**config.mk**
```make
export PLATFORM = sky130hd
export DESIGN_NAME = vram_arbiter
export DESIGN_NICKNAME = d
export VERILOG_FILES = /design/src/rtl/vram_arbiter.sv
export SDC_FILE = /design/constraint.sdc
export NUM_CORES = 1
export LEC_CHECK = 0
export BUFFER_PORTS_ARGS = -buffer_cell sky130_fd_sc_hd__buf_2
export CAP_MARGIN = 20
export CORE_MARGIN = 8
export CORE_UTILIZATION = 40
export DETAILED_ROUTE_END_ITERATION = 16
export GPL_TIMING_DRIVEN = 0
export MAX_ROUTING_LAYER = met4
export PLACE_DENSITY = 0.77
export RECOVER_POWER = 25
export SYNTH_ARGS = -nofsm -noshare
export SYNTH_HDL_FRONTEND = slang
export SYNTH_SLANG_ARGS = --single-unit
```
**constraint.sdc**
```tcl
create_clock -name clk -period 4.3 [get_ports clk]
set_clock_uncertainty 0.05 [all_clocks]
set_input_delay 0.86 -clock clk [delete_from_list [all_inputs] [get_ports clk]]
set_output_delay 0.86 -clock clk [all_outputs]
set_load 0.1 [all_outputs]
```
**src/rtl/vram_arbiter.sv**
```systemverilog
// Single-port VRAM arbiter (scanout > raster > clear) with a preemptible frame-clear engine.
// Optional raster starvation guard is enabled by defining VRAM_ARB_STARVE_GUARD_EN.
module vram_arbiter #(
    parameter int unsigned ADDR_W       = 17,
    parameter int unsigned DATA_W       = 12,
    parameter int unsigned FB_WORDS     = 76800,
    parameter int unsigned STARVE_LIMIT = 8
) (
    input  logic              clk,
    input  logic              reset,
    input  logic              sc_req,
    input  logic [ADDR_W-1:0] sc_addr,
    output logic              sc_gnt,
    output logic              sc_rvalid,
    output logic [DATA_W-1:0] sc_rdata,
    input  logic              rs_req,
    input  logic              rs_we,
    input  logic [ADDR_W-1:0] rs_addr,
    input  logic [DATA_W-1:0] rs_wdata,
    output logic              rs_gnt,
    output logic              rs_rvalid,
    output logic [DATA_W-1:0] rs_rdata,
    input  logic              clr_start,
    input  logic [DATA_W-1:0] clr_color,
    output logic              clr_busy,
    output logic              clr_done,
    output logic              mem_en,
    output logic              mem_we,
    output logic [ADDR_W-1:0] mem_addr,
    output logic [DATA_W-1:0] mem_wdata,
    input  logic [DATA_W-1:0] mem_rdata
);

    localparam logic [ADDR_W-1:0] LastAddr = ADDR_W'(FB_WORDS - 1);

    typedef enum logic [0:0] {StIdle, StFill} clr_state_e;

    clr_state_e        r_state;
    logic [ADDR_W-1:0] r_cnt;
    logic [DATA_W-1:0] r_color;
    logic              r_clr_busy;
    logic              r_clr_done;
    logic              r_sc_rvalid;
    logic              r_rs_rvalid;

    logic              w_rs_first;
    logic              w_sc_gnt;
    logic              w_rs_gnt;
    logic              w_clr_we;

`ifdef VRAM_ARB_STARVE_GUARD_EN
    localparam int unsigned StarveW = $clog2(STARVE_LIMIT + 1);

    logic [StarveW-1:0] r_starve;

    // Once the raster has waited STARVE_LIMIT cycles it outranks scanout for one cycle.
    assign w_rs_first = (r_starve == StarveW'(STARVE_LIMIT));

    always_ff @(posedge clk) begin
        if (reset || !rs_req || w_rs_gnt) begin
            r_starve <= '0;
        end else if (!w_rs_first) begin
            r_starve <= r_starve + StarveW'(1);
        end
    end
`else
    assign w_rs_first = 1'b0;
`endif

    always_comb begin
        w_sc_gnt = !reset && sc_req && !(w_rs_first && rs_req);
        w_rs_gnt = !reset && rs_req && !w_sc_gnt;
        w_clr_we = !reset && (r_state == StFill) && !w_sc_gnt && !w_rs_gnt;
    end

    always_comb begin
        mem_en    = 1'b0;
        mem_we    = 1'b0;
        mem_addr  = '0;
        mem_wdata = '0;
        if (w_sc_gnt) begin
            mem_en   = 1'b1;
            mem_addr = sc_addr;
        end else if (w_rs_gnt) begin
            mem_en    = 1'b1;
            mem_we    = rs_we;
            mem_addr  = rs_addr;
            mem_wdata = rs_wdata;
        end else if (w_clr_we) begin
            mem_en    = 1'b1;
            mem_we    = 1'b1;
            mem_addr  = r_cnt;
            mem_wdata = r_color;
        end
    end

    // Clear engine: the counter only advances on cycles where its write actually issued.
    always_ff @(posedge clk) begin
        if (reset) begin
            r_state    <= StIdle;
            r_cnt      <= '0;
            r_color    <= '0;
            r_clr_busy <= 1'b0;
            r_clr_done <= 1'b0;
        end else begin
            r_clr_done <= 1'b0;
            case (r_state)
                StIdle: begin
                    if (clr_start) begin
                        r_color    <= clr_color;
                        r_cnt      <= '0;
                        r_state    <= StFill;
                        r_clr_busy <= 1'b1;
                    end
                end
                StFill: begin
                    if (w_clr_we) begin
                        if (r_cnt == LastAddr) begin
                            r_cnt      <= '0;
                            r_state    <= StIdle;
                            r_clr_busy <= 1'b0;
                            r_clr_done <= 1'b1;
                        end else begin
                            r_cnt <= r_cnt + ADDR_W'(1);
                        end
                    end
                end
                default: r_state <= StIdle;
            endcase
        end
    end

    always_ff @(posedge clk) begin
        if (reset) begin
            r_sc_rvalid <= 1'b0;
            r_rs_rvalid <= 1'b0;
        end else begin
            r_sc_rvalid <= w_sc_gnt;
            r_rs_rvalid <= w_rs_gnt && !rs_we;
        end
    end

    assign sc_gnt    = w_sc_gnt;
    assign rs_gnt    = w_rs_gnt;
    assign sc_rvalid = r_sc_rvalid;
    assign rs_rvalid = r_rs_rvalid;
    assign sc_rdata  = mem_rdata;
    assign rs_rdata  = mem_rdata;
    assign clr_busy  = r_clr_busy;
    assign clr_done  = r_clr_done;

endmodule

```
* Word-level counts from Yosys, hierarchy flattened
Cells that the tools add are included.
** Cells by class
- $add $sub $neg :: 1
- Equality and inequality tests :: 4
- Mux-type cells :: 24
- Bitwise gates (word level) :: 2
- Reduce and logical (&&, ||, !) cells :: 15
** Operator list (number)
- $mux 17 :: 6
- $mux 12 :: 3
- $pmux 17 s2 :: 1
- $add 17x1->17 const B :: 1
- $eq 17x17->1 const B :: 1
- $mux 1 :: 12
- $logic_and 1x1->1 :: 7
- $logic_not 1->1 :: 4
- $ne 2x1->1 const B :: 2
- $pmux 1 s2 :: 2
- $reduce_and 2->1 :: 2
- $reduce_and 3->1 :: 1
- $reduce_or 3->1 :: 1
- $ne 2x2->1 const B :: 1
- $not 1->1 :: 2
** Storage, ports and cells
- Register bits :: 34
- Input bits :: 76
- Output and inout port bits :: 61
- Logic and storage cells :: 53

* Depth between registers and ports, before layout
- Word-level depth :: 9
- Gate-level depth with buffers :: 6
- Mapped depth without buffers :: 5

* Worst setup path after synthesis
OpenSTA, ideal clock, no wires.
- Path type :: input-to-output
- Start :: input port sc_req
- End :: output port mem_addr[10]
- Arrival :: 3.199 ns
- Data required time :: 3.390 ns
- Setup slack :: 0.191 ns
- Cell stages on the path :: 5
- Buffers on the path :: 2
- Cell sequence :: nor2b_1 clkbuf_1 clkbuf_1 a222oi_1 inv_1
** Between the ends
- Longest elaborated chain between the ends :: 8
- Elaborated cells on any way between the ends :: 9
- Those cells by class :: 3 x mux; 6 x reduce/logical
** RTL lines
- from (decl) :: RTL line 11 : input logic sc_req,
- $logic_and 1x1->1 (*) :: RTL line 71 : w_sc_gnt = !reset && sc_req && !(w_rs_first && rs_req);
- via sc_gnt :: RTL line 13 : output logic sc_gnt,
- $logic_not 1->1 :: RTL line 72, 73
- $logic_and 1x1->1 :: RTL line 72 : w_rs_gnt = !reset && rs_req && !w_sc_gnt;
- $logic_not 1->1 :: RTL line 73 : w_clr_we = !reset && (r_state == StFill) && !w_sc_gnt && !w_rs_gnt;
- $logic_and 1x1->1 :: RTL line 73
- $mux 17 :: RTL line 89 : end else if (w_clr_we) begin
- $mux 17 :: RTL line 84 : end else if (w_rs_gnt) begin
- $mux 17 (*) :: RTL line 81 : if (w_sc_gnt) begin
- to (decl) :: RTL line 29 : output logic [ADDR_W-1:0] mem_addr,
Mark *: on every way through the listed nets, which the timed path passes. The rest lies on a longest branch.

* Worst setup path after layout
- Start :: input port reset
- End :: output port mem_addr[14]
** Between the ends
- Longest elaborated chain between the ends :: 9
- Elaborated cells on any way between the ends :: 12
- Those cells by class :: 3 x mux; 9 x reduce/logical
** RTL lines
- from (decl) :: RTL line 10 : input logic reset,
- $logic_not 1->1 (*) :: RTL line 71, 72, 73
- $logic_and 1x1->1 :: RTL line 71
- $logic_not 1->1 :: RTL line 72, 73
- $logic_and 1x1->1 :: RTL line 72
- $logic_not 1->1 :: RTL line 73
- $logic_and 1x1->1 :: RTL line 73
- $mux 17 :: RTL line 89
- $mux 17 :: RTL line 84
- $mux 17 (*) :: RTL line 81
Mark *: on every way between the ends. The rest lies on a longest branch, timed or not.

==> results_dict.tcl <==
set metrics [dict create \
    crit_arrival_ns 2.65 \
    crit_top_cell "clkbuf_1" \
    pin_count 137 \
    grt_antenna_before_repair 0 \
    ff2ff_setup_slack_ns 2.06 \
    synth_edf_count 0 \
    setup_viol 0 \
    yosys_warnings 0 \
    wl_met1_um 2560 \
    fin_setup_tns_ns 0 \
    grt_pass1_wl_um 10360 \
    dpl_worst_slack_ns 0.7498 \
    dr.first_iter.drc_count 156 \
    cts_resized 0 \
    critPathLaunchType "primary input" \
    path_buf_inv 5 \
    regArea_um2 680.7 \
    clock.fmax_mhz 280.9 \
    crit_family "buffers and inverters" \
    grt_start_max_net_pins 11 \
    multiInputGateArea_mm2 0.001022 \
    synth_commonest_cells "dfxtp_1, nand2_1, buf_4" \
    synth_cells 247 \
    postSynthRegisterBits 34 \
    root_buffer "clkbuf_8" \
    layout-drive-gt1-share_pct 41.27 \
    cts.sinks 34 \
    cellPowerDensity_mw_per_mm2 323.5 \
    vias 2278 \
    synthDistinctLibCells 39 \
    nFillCells 499 \
    nets 455 \
    fin_crit_sh_pct 82.80 \
    cts_max_level 2 \
    drt-wirelength-per-cell_um 14.67 \
    portBuffers 124 \
    endpoint_kind "primary output" \
    path_max_fanout 10 \
    ctsHoldBuffers 0 \
    worstHoldStart "r_color[8]" \
    dr.max_layer_used "met4" \
    met2WireLength_um 3372 \
    max_slew_margin_pct 21.54 \
    clk_path_buf_depth 2 \
    syn_to_final_growth_pct 38.24 \
    worst_path_max_delay_cell "clkbuf_1" \
    worstHoldEndpoint "r_color[8]" \
    die-area_mm2 0.007586 \
    whs_path_depth 2 \
    r2r-start "r_cnt[0]" \
    synth_area_leaders "dfxtp_1, buf_4, a222oi_1, a21oi_1, a22o_1" \
    grt_overflow 0 \
    start_util_pct 40.62 \
    ys_seq_area_share_pct 33.66 \
    worst_pin_slew_ns 1.182 \
    synth.net_count 324 \
    p_leak_nw 1.363 \
    crit_path_max_incr_delay_ns 0.43 \
    die_y_um 87.10 \
    met3WireLength_um 563 \
    min_path_type "reg -> reg" \
    required_ns 3.39 \
    worstSetupPathDepth 7 \
    critPathKind "in -> out" \
    detail_route.vias_per_cell 5.085 \
    grt_usage_pct 17.36 \
    drc 0 \
    postCtsSetupRepairBufs 0 \
    place_area_mm2 0.002730 \
    wirelength_um 6574 \
    cts_made_buffers 5 \
    netlist.top_cell.by_area "dfxtp_1" \
    ys.flop_type "dfxtp_1" \
    vdd_drop_max_mv 0.2288 \
    stdcell_area_mm2 0.002795 \
    ant_nets 0 \
    grt_pass1_vias 2233 \
    clk_pin_slew_worst_paths_ns 0.06 \
    dieWidth_um 87.10 \
    firstDrtPassIters 7 \
    synth.avg_cell_area_um2 8.186 \
    yosysMostFrequentCell "dfxtp_1" \
    rsz0062_at_grt "no" \
    num_rows 26 \
    r2r-end "r_cnt[0]" \
    n_antenna_cell 0 \
    setup_ws_ns 0.7395 \
    path_cells "clkbuf_1 > nor4b_4 > buf_4 > clkbuf_1 > a222oi_1 > inv_1 > buf_2" \
    cts_tree "done" \
    hpwl_um 5262 \
    coreArea_mm2 0.004977 \
    yosysTopAreaCellShare_pct 33.66 \
    hold_viol 0 \
    gp_congestion 0.8333 \
    status "complete, no violations" \
    synthArstFlopShare_pct 0 \
    drv_slew 0 \
    fin_crit_ns 3.561 \
    clock_latency_ns 0.29 \
    reg2regPathDepth 6 \
    power_mw 0.9044 \
    synth_area_mm2 0.002022 \
    drv_cap 0 \
]
[cell type report]
class	instances	share of cell area [%]
multi-input cells	155	36.57
flip-flops and latches	34	24.35
repair buffers	124	21.98
plain buffers	39	8.684
well taps	70	3.133
clock buffers	7	2.731
inverters	19	2.551
[cell families (layout without fill, tap and decap cells)]
kind of cell,after synthesis,count (layout),synth area share (%)
AO/OA/AOI/OAI,72,72,26.55
XOR/XNOR,6,6,2.599
adder cells (fa/ha/maj),1,1,0.6187
buffers and inverters,58,189,15.59
flip-flops,34,34,33.66
multiplexers,1,1,0.4951
AND/OR/NAND/NOR,75,75,20.48
[registers in the layout (all words and copies together), names as in the netlist]
name and count:
sc_rvalid 1, r_state 1, clr_busy 1, rs_rvalid 1
r_color 12, clr_done 1, r_cnt 17
[placed cells by master (no fill, tap or decap), types with 2 or more instances in the layout]
cell,netlist,layout
nor2_1,9,9
nor3_1,3,3
and4_1,2,2
buf_4,25,25
xor2_1,5,5
a21oi_1,24,25
a222oi_1,17,17
o211ai_1,2,2
nand3_1,4,4
buf_2,3,121
clkbuf_1,10,19
o21ai_0,12,12
or3_1,8,8
nor2b_1,5,5
nand4_1,5,5
clkbuf_8,0,5
inv_1,19,19
dfxtp_1,34,34
nand2_1,27,27
and2_1,2,2
a22o_1,12,12
[per-stage QoR]
stage	util (%)	hold WS [ns]	cells
finish	56.16	0.4048	448
floorplan	-	0.3860	247
detailed placement	54.85	0.3987	441
CTS	56.39	0.4074	448
global placement	54.85	0.3925	441
global route	56.16	0.4245	448
[report_power, final]
group          switching (mW)  total (mW)  internal (mW)
Combinational           0.271       0.348         0.0767
Clock                   0.111       0.222          0.111
Sequential            0.00797       0.334          0.326
[per-layer routing]
layer | global-route usage, % | vias up
met5 | - | -
met4 | 7.187 | 0
met3 | 4.717 | 7
met2 | 30.60 | 82
met1 | 17.82 | 1048
li1 | - | 1141
[worst max path at each step]
stage | from | endpoint | slack (ns)
final | reset | mem_addr[14] | 0.74
after floorplan | sc_req | mem_addr[10] | 0.19
after detailed placement | rs_req | mem_addr[13] | 0.75
after global routing | reset | mem_addr[15] | 0.52
after global placement | rs_req | mem_addr[13] | 0.79
after CTS | rs_req | mem_addr[14] | 0.75
[tightest hold or removal path, stage by stage, from the launching register on]
cell     delay, ns
dfxtp_1       0.31
nand2_1       0.05
a21oi_1       0.05
(Power assumes the default switching activity.)
